File: config.mk
export PLATFORM = sky130hd
export DESIGN_NAME = hack_mem_fabric
export DESIGN_NICKNAME = d
export VERILOG_FILES = /design/src/rtl/hack_mem_fabric.sv
export SDC_FILE = /design/constraint.sdc
export NUM_CORES = 1
export LEC_CHECK = 0
export BUFFER_PORTS_ARGS = -buffer_cell sky130_fd_sc_hd__buf_4
export CAP_MARGIN = 20
export CELL_PAD_IN_SITES_DETAIL_PLACEMENT = 1
export CELL_PAD_IN_SITES_GLOBAL_PLACEMENT = 2
export CORE_MARGIN = 2
export CORE_UTILIZATION = 20
export CTS_CLUSTER_SIZE = 40
export DETAILED_ROUTE_END_ITERATION = 7
export PLACE_DENSITY = 0.76
export REMOVE_ABC_BUFFERS = 1
export SLEW_MARGIN = 20
export SYNTH_ARGS = -nofsm -noshare
export SYNTH_HDL_FRONTEND = slang
export SYNTH_SLANG_ARGS = --single-unit
File: constraint.sdc
create_clock -name clk -period 3.4 [get_ports clk]
set_clock_uncertainty 0.05 [all_clocks]
set_input_delay 0.68 -clock clk [delete_from_list [all_inputs] [get_ports clk]]
set_output_delay 0.68 -clock clk [all_outputs]
set_load 0.05 [all_outputs]
File: src/rtl/hack_mem_fabric.sv
// hack_mem_fabric: data-memory fabric for the Hack platform.
// The UART host and the CPU data port share one slave bus, and the host has
// priority. The address is decoded into NUM_REGION base/end windows. Read data
// returns one cycle after the address, so a registered select steers it back to
// the master that issued the read. Any access that hits no window is logged in
// a sticky error register.
module hack_mem_fabric #(
  parameter int WIDTH      = 16,
  parameter int NUM_REGION = 3,
  parameter logic [NUM_REGION*WIDTH-1:0] REGION_BASE = {16'h6000, 16'h4000, 16'h0000},
  parameter logic [NUM_REGION*WIDTH-1:0] REGION_END  = {16'h6001, 16'h6000, 16'h4000},
  parameter int ERR_CW     = 8
) (
  input  logic                        clk,
  input  logic                        rst_n,
  // CPU data port
  input  logic [WIDTH-1:0]            addressM,
  input  logic [WIDTH-1:0]            outM,
  input  logic                        writeM,
  output logic [WIDTH-1:0]            inM,
  output logic                        cpu_stall,
  // UART host port
  input  logic [WIDTH-1:0]            host_address,
  input  logic                        host_wvalid,
  input  logic [WIDTH-1:0]            host_wdata,
  output logic                        host_wready,
  input  logic                        host_rvalid,
  output logic                        host_rready,
  output logic                        host_rrvalid,
  output logic [WIDTH-1:0]            host_rdata,
  // slave bus
  output logic [WIDTH-1:0]            slv_addr,
  output logic [WIDTH-1:0]            slv_wdata,
  output logic [NUM_REGION-1:0]       slv_write,
  input  logic [NUM_REGION*WIDTH-1:0] slv_rdata,
  // error reporting
  input  logic                        err_clear,
  output logic                        err_valid,
  output logic [WIDTH-1:0]            err_addr,
  output logic                        err_src,
  output logic [ERR_CW-1:0]           err_count
);

  // arbitration and bus mux
  logic                  w_host_req;
  logic                  w_host_rd;
  logic                  w_rd;
  logic                  w_bus_write;
  logic [WIDTH-1:0]      w_bus_addr;
  logic [WIDTH-1:0]      w_bus_wdata;
  // decode
  logic [NUM_REGION-1:0] w_region_hit;
  logic [NUM_REGION-1:0] w_hit_oh;
  logic                  w_any_hit;
  logic [WIDTH-1:0]      w_offset;
  // read return
  logic [WIDTH-1:0]      w_rdata;
  logic                  r_sel_vld;
  logic                  r_sel_host;
  logic [NUM_REGION-1:0] r_sel_hit;
  logic [WIDTH-1:0]      r_inm_hold;
  logic [WIDTH-1:0]      r_hdata_hold;
  // error state
  logic                  w_invalid;
  logic                  w_capture;
  logic                  r_err_valid;
  logic [WIDTH-1:0]      r_err_addr;
  logic                  r_err_src;
  logic [ERR_CW-1:0]     r_err_count;

  // The host always owns the bus when it requests it. A host write beats a host read.
  assign w_host_req  = host_wvalid | host_rvalid;
  assign w_host_rd   = host_rvalid & ~host_wvalid;
  // Every unstalled CPU cycle counts as a read, as does a granted host read.
  assign w_rd        = ~w_host_req | w_host_rd;
  assign w_bus_addr  = w_host_req ? host_address : addressM;
  assign w_bus_wdata = w_host_req ? host_wdata : outM;
  assign w_bus_write = w_host_req ? host_wvalid : writeM;

  assign cpu_stall   = w_host_req;
  assign host_wready = host_wvalid;
  assign host_rready = w_host_rd;

  // Raw window compare for each region: base inclusive, end exclusive.
  always_comb begin
    w_region_hit = '0;
    for (int i = 0; i < NUM_REGION; i++) begin
      w_region_hit[i] = (w_bus_addr >= REGION_BASE[i*WIDTH +: WIDTH]) &&
                        (w_bus_addr <  REGION_END[i*WIDTH +: WIDTH]);
    end
  end

  // The lowest-indexed hit wins. The offset is taken from the winning base and is zero on a miss.
  always_comb begin : p_decode
    logic v_found;
    v_found  = 1'b0;
    w_hit_oh = '0;
    w_offset = '0;
    for (int i = 0; i < NUM_REGION; i++) begin
      w_hit_oh[i] = w_region_hit[i] & ~v_found;
      v_found     = v_found | w_region_hit[i];
      w_offset    = w_offset |
                    ({WIDTH{w_hit_oh[i]}} & (w_bus_addr - REGION_BASE[i*WIDTH +: WIDTH]));
    end
    w_any_hit = v_found;
  end

  assign slv_addr  = w_offset;
  assign slv_wdata = w_bus_wdata;
  // On a miss w_hit_oh is all zeros, so an invalid write never reaches a slave.
  assign slv_write = {NUM_REGION{w_bus_write}} & w_hit_oh;

  // Select the read data of the region recorded for the previous cycle. No region selected gives 0.
  always_comb begin
    w_rdata = '0;
    for (int i = 0; i < NUM_REGION; i++) begin
      w_rdata = w_rdata | ({WIDTH{r_sel_hit[i]}} & slv_rdata[i*WIDTH +: WIDTH]);
    end
  end

  // Record who issued this cycle's read and which region it hit, so the data can be steered next cycle.
  always_ff @(posedge clk or negedge rst_n) begin
    if (!rst_n) begin
      r_sel_vld  <= 1'b0;
      r_sel_host <= 1'b0;
      r_sel_hit  <= '0;
    end else begin
      r_sel_vld  <= w_rd;
      r_sel_host <= w_host_rd;
      r_sel_hit  <= w_rd ? w_hit_oh : {NUM_REGION{1'b0}};
    end
  end

  // While its master is not reading, each read-data port holds its last delivered value.
  assign inM          = (r_sel_vld & ~r_sel_host) ? w_rdata : r_inm_hold;
  assign host_rdata   = (r_sel_vld &  r_sel_host) ? w_rdata : r_hdata_hold;
  assign host_rrvalid = r_sel_vld & r_sel_host;

  // Keep the last value shown on each read-data port for the cycles where it has no new read.
  always_ff @(posedge clk or negedge rst_n) begin
    if (!rst_n) begin
      r_inm_hold   <= '0;
      r_hdata_hold <= '0;
    end else begin
      r_inm_hold   <= inM;
      r_hdata_hold <= host_rdata;
    end
  end

  // The bus always has an owner, so a decode miss is always an invalid access.
  assign w_invalid = ~w_any_hit;
  // Capture when nothing is latched yet, or when a clear makes room in the same cycle.
  assign w_capture = w_invalid & (~r_err_valid | err_clear);

  // Sticky error flag, first-error address/source and saturating error count.
  always_ff @(posedge clk or negedge rst_n) begin
    if (!rst_n) begin
      r_err_valid <= 1'b0;
      r_err_addr  <= '0;
      r_err_src   <= 1'b0;
      r_err_count <= '0;
    end else begin
      if (w_invalid) begin
        r_err_valid <= 1'b1;
      end else if (err_clear) begin
        r_err_valid <= 1'b0;
      end else begin
        r_err_valid <= r_err_valid;
      end
      if (w_capture) begin
        r_err_addr <= w_bus_addr;
        r_err_src  <= w_host_req;
      end else begin
        r_err_addr <= r_err_addr;
        r_err_src  <= r_err_src;
      end
      if (w_invalid && (r_err_count != {ERR_CW{1'b1}})) begin
        r_err_count <= r_err_count + {{(ERR_CW-1){1'b0}}, 1'b1};
      end else begin
        r_err_count <= r_err_count;
      end
    end
  end

  assign err_valid = r_err_valid;
  assign err_addr  = r_err_addr;
  assign err_src   = r_err_src;
  assign err_count = r_err_count;

endmodule

## Yosys cells after proc, flatten, opt, wreduce, memory -nomap -nowiden

Cells that the tools add are included.
Widths: inputs -> output; s select.

- Add/subtract/negate cells: 3
- Order comparisons: 6
- Equal/unequal tests: 2
- Muxes and demuxes: 8
- Bitwise gates (word level): 29
- Reductions and logical operators: 4

Operators by type and width:

| cell | count |
|---|---|
| $and 16x16->16 | 6 |
| $mux 16 | 4 |
| $or 16x16->16 | 4 |
| $lt 16x15->1 const B | 3 |
| $ge 16x15->1 const B | 2 |
| $sub 16x15->16 const B | 2 |
| $ge 16x1->1 const B | 1 |
| $add 8x1->8 const B | 1 |
| $ne 8x8->1 const B | 1 |
| $not 1->1 | 7 |
| $and 1x1->1 | 6 |
| $or 1x1->1 | 5 |
| $logic_and 1x1->1 | 4 |
| $and 3x3->3 | 1 |
| $mux 1 | 3 |
| $mux 3 | 1 |
| $ne 2x2->1 const B | 1 |

- Register bits after elaboration: 63
- Bits of input ports: 118
- Output and inout port bits: 97
- Word-level logic and storage cells: 61

## Logic depth before layout (Yosys ltp)

- Depth in word-level cells: 9
- Mapped depth: 12

## Worst setup path before layout

Ideal clock, no wire load.

- Kind: input to output
- Start: input host_wvalid
- End: output slv_write[2]
- Data arrival time: 3.312 ns
- Data required time: 2.670 ns
- Slack: -0.642 ns
- Stages: 8
- Buffers on the path: 1
- Cell sequence: buf_2 nor2_4 mux2i_1 ha_1 nand2_1 mux2i_2 nand2_1 nor3_1

- Longest elaborated chain between the ends: 8
- Elaborated cells on any way between the ends: 16
- Classes of those cells: order compare: 6; mux: 2; bitwise: 5; reduce/logical: 3

RTL lines:

| element | line | RTL |
|---|---|---|
| start: declaration | 24 | `input logic host_wvalid,` |
| $or 1x1->1 | 72 | `assign w_host_req = host_wvalid \| host_rvalid;` |
| $mux 16 | 76 | `assign w_bus_addr = w_host_req ? host_address : addressM;` |
| $ge 16x1->1, or another cell as far along | 88 | `w_region_hit[i] = (w_bus_addr >= REGION_BASE[i*WIDTH +: WIDTH]) &&` |
| $logic_and 1x1->1 | 88 |  |
| $or 1x1->1 | 101 | `v_found = v_found \| w_region_hit[i];` |
| $not 1->1 | 100 | `w_hit_oh[i] = w_region_hit[i] & ~v_found;` |
| $and 1x1->1 | 100 |  |
| $and 3x3->3 (*) | 111 | `assign slv_write = {NUM_REGION{w_bus_write}} & w_hit_oh;` |
| end: declaration | 34 | `output logic [NUM_REGION-1:0] slv_write,` |

Mark *: on every way between the ends. The rest lies on a longest branch, timed or not.

## Worst setup path in the final report

- Start: input host_address[3]
- End: output slv_addr[15]

- Longest elaborated chain between the ends: 8
- Elaborated cells on any way between the ends: 22
- Classes of those cells: add/sub: 2; order compare: 6; mux: 1; bitwise: 10; reduce/logical: 3

RTL lines:

| element | line | RTL |
|---|---|---|
| start: declaration | 23 | `input logic [WIDTH-1:0] host_address,` |
| $mux 16 (*) | 76 |  |
| $ge 16x1->1, or another cell as far along | 88 |  |
| $logic_and 1x1->1 | 88 |  |
| $not 1->1 or $or 1x1->1 (tied branches) | 100, 101 |  |
| $and 1x1->1 or $not 1->1 (tied branches) | 100 |  |
| $and 16x16->16 or $and 1x1->1 (tied branches) | 103, 100 |  |
| $or 16x16->16 or $and 16x16->16 (tied branches) | 102, 103 |  |
| $or 16x16->16 (*) | 102 | `w_offset = w_offset \|` |
| end: declaration | 32 | `output logic [WIDTH-1:0] slv_addr,` |

Marked as above.

==> flow_metrics.tcl <==
set metrics [dict create \
    most-common-layout-cells "223 x buf_4, 63 x dfrtp_1, 39 x nor2_1" \
    grt_pass1_vias 3530 \
    synthToLayoutAreaGrowth_pct 77.9 \
    synthArstFlopShare_pct 100 \
    dieArea_sq_mm 0.0170 \
    cts.clk_slew.worst_paths_ps 50 \
    run_status "finished clean" \
    die_h_um 131 \
    post_synth_instance_area_sq_mm 0.00320 \
    critical-path-slowest-cell "or4_1" \
    clock_tree_from_tritoncts "built" \
    core-area_sq_mm 0.0158 \
    pre_cts_slack_ps -74.3 \
    vias 3401 \
    initial_core_util_pct 20.3 \
    critical_path_peak_fanout 4 \
    ys_ff_latch 63 \
    critical_path_cell_count 8 \
    timing.final.setup_violations 0 \
    drtPass1Iterations 5 \
    path_category_of_the_worst_min_delay_check "in -> async" \
    tightestPinTransition_ps 861 \
    synthFlopType "dfrtp_1" \
    slew-limit-headroom_pct 42.6 \
    die_w_um 131 \
    ys.warnings.count 0 \
    layout-drive-gt1-share_pct 53.9 \
    post-route-drc-count 0 \
    grt_start_max_net_pins 64 \
    max-clock-path-buffers 2 \
    port-buffer-count 214 \
    placedCellCount 745 \
    route.antenna.remaining_nets 0 \
    ff2ff_path_depth 5 \
    tritoncts.num_buffers 9 \
    max_clock_freq_ghz 0.300 \
    timing.reg2reg.setup_slack_ps 1640 \
    dp_hpwl_mm 9.60 \
    timing.critical_path.cells "buf_6 -> or4_1 -> or4_4 -> o21ai_4 -> nand2_2 -> o22a_1 -> o22ai_2 -> buf_6" \
    clk_latency_ps 330 \
    drv.max_cap_violation_count 0 \
    antennaDiodeCount 0 \
    finish.cell_count_without_fillers 773 \
    clock-sinks 63 \
    p_leak_uw 0.00268 \
    critical_path.endpoint_type "output pin" \
    timing.critical_path.slowest_cell_delay_ps 520 \
    path_class "in -> out" \
    max-vdd-ir-drop_v 0.000256 \
    dr.first_iter.drc_count 118 \
    clock_tree.root_cell "clkbuf_16" \
    worst_slack_ps 61.5 \
    power_density_mw_per_mm2 619 \
    post_synth.cell_area_avg_sq_um 9.95 \
    grt_pass1_wl_mm 17.9 \
    worstSetupStartpointType "input pin" \
    synth_enable_flop_cells 0 \
    route.detailed.wl_per_inst_um 16.1 \
    routed_wirelength_mm 12.5 \
    grtUsageTotal_pct 14.0 \
    final_net_count 675 \
    final_max_slew_viol_count 0 \
    critical_path.reg2reg.endpoint "err_count[1]" \
    commonest_non_fill_non_tap_cell_in_the_layout "buf_4" \
    cts_htree_levels 3 \
    ios 215 \
    r2r_start "err_count[0]" \
    gp_routability_congestion 0.800 \
    number_of_antenna_violations_at_the_first_check_in_global_routing 0 \
    finalHoldViolCount 0 \
    globalRouteOverflowTotal 0 \
    timing.critical_path.mode_cell "buf_6" \
    critical_path_buf_inv_count 2 \
    synth-seq-area-share_pct 49.2 \
    synth_cell_types 38 \
    cp_top_family "simple AND/OR/NAND/NOR gates" \
    required_ps 2670 \
    timing.final.crit_period_ps 3340 \
    placement_rows 46 \
    routed_via_density 4.40 \
    worstPathArrival_ps 2610 \
    final_min_period_over_clock_period_pct 98.2 \
    netlist_instances 322 \
]
==> power by group <==
group | internal, uW | leakage, uW | switching (uW)
Combinational | 515 | 0.00176 | 1010
Clock | 681 | 0.000160 | 325
Sequential | 897 | 0.000756 | 101
==> cells in the mapped netlist, drive strengths merged (6+ instances only) <==
library cell  number  area (sq um)
clkbuf            15          56.3
inv                6          22.5
mux2i             19           194
o21ai             17          96.4
a222oi            16           160
nand2             24          90.1
nor4               6          37.5
mux2              17           191
dfrtp             63          1580
a21oi             36           180
buf                8          52.6
nor2              51           199
==> stage by stage <==
stage / util (%) / TNS (ps) / instance area [sq um] / hold WS (ps) / power (uW)
after global placement: 32.3 / -88.1 / 5100 / 427 / 2470
after global routing: 36.2 / -326 / 5700 / 471 / 3700
after CTS: 34.8 / -28.0 / 5490 / 445 / 3540
final: 36.2 / 0 / 5700 / 417 / 3530
after detailed placement: 32.3 / -251 / 5100 / 442 / 2500
after floorplan: - / -34140 / 3100 / 334 / 1930
==> worst max path at each step <==
stage                                from            to
after floorplan               host_rvalid   slv_addr[0]
after global routing          host_wvalid   slv_addr[1]
final                     host_address[3]  slv_addr[15]
after detailed placement  host_address[3]  slv_addr[15]
after CTS                 host_address[3]  slv_addr[15]
after global placement    host_address[3]  slv_addr[15]
==> final cells by class <==
| class | instances | area (sq um) |
|---|---|---|
| Multi-Input combinational cell | 230 | 1620 |
| Sequential cell | 63 | 1580 |
| Inverter | 6 | 22.5 |
| Clock buffer | 13 | 260 |
| Fill cell | 1867 | 10100 |
| Clock inverter | 3 | 65.1 |
| Timing Repair Buffer | 242 | 1890 |
| Tap cell | 216 | 270 |
==> logic make-up (layout without fill, tap and decap cells) <==
logic type / count (synthesis) / in the layout / share of synthesized area [%]
muxes: 36 / 36 / 12.0
DFF: 63 / 63 / 49.2
xor gates and xnor gates: 5 / 5 / 1.37
AOI/OAI and AO/OA: 77 / 77 / 16.1
and+or+nand+nor: 107 / 107 / 15.3
adders and majority gates: 5 / 5 / 1.95
buffers and inverters: 29 / 264 / 4.10
==> worst register-to-register path: cells and delay by family (launching register included) <==
kind | cells | cell delay (ps)
adders and majority gates | 1 | 240
DFF | 1 | 410
muxes | 1 | 330
and+or+nand+nor | 3 | 610
==> flip-flops by register name (all words and copies together), names as in the netlist <==
signal        flops
r_inm_hold       16
r_sel_host        1
err_addr         16
err_src           1
err_count         8
r_sel_vld         1
r_sel_hit         3
err_valid         1
r_hdata_hold     16
==> what timing repair did <==
item,4_1_cts,5_1_grt
pin swaps,4,5
setup endpoints to repair,14,16
cloned,0,1
buffers inserted,4,7
hold endpoints to repair,0,0
hold buffers,0,0
resized for setup,10,40
==> per-layer routing <==
layer / GRT usage [%] / part of all wire, %
met2: 24.5 / 49
met5: 0 / 0
met1: 15.0 / 37
met4: 5.94 / 2.7
met3: 5.62 / 10
Power figures use the tool's default switching activity.
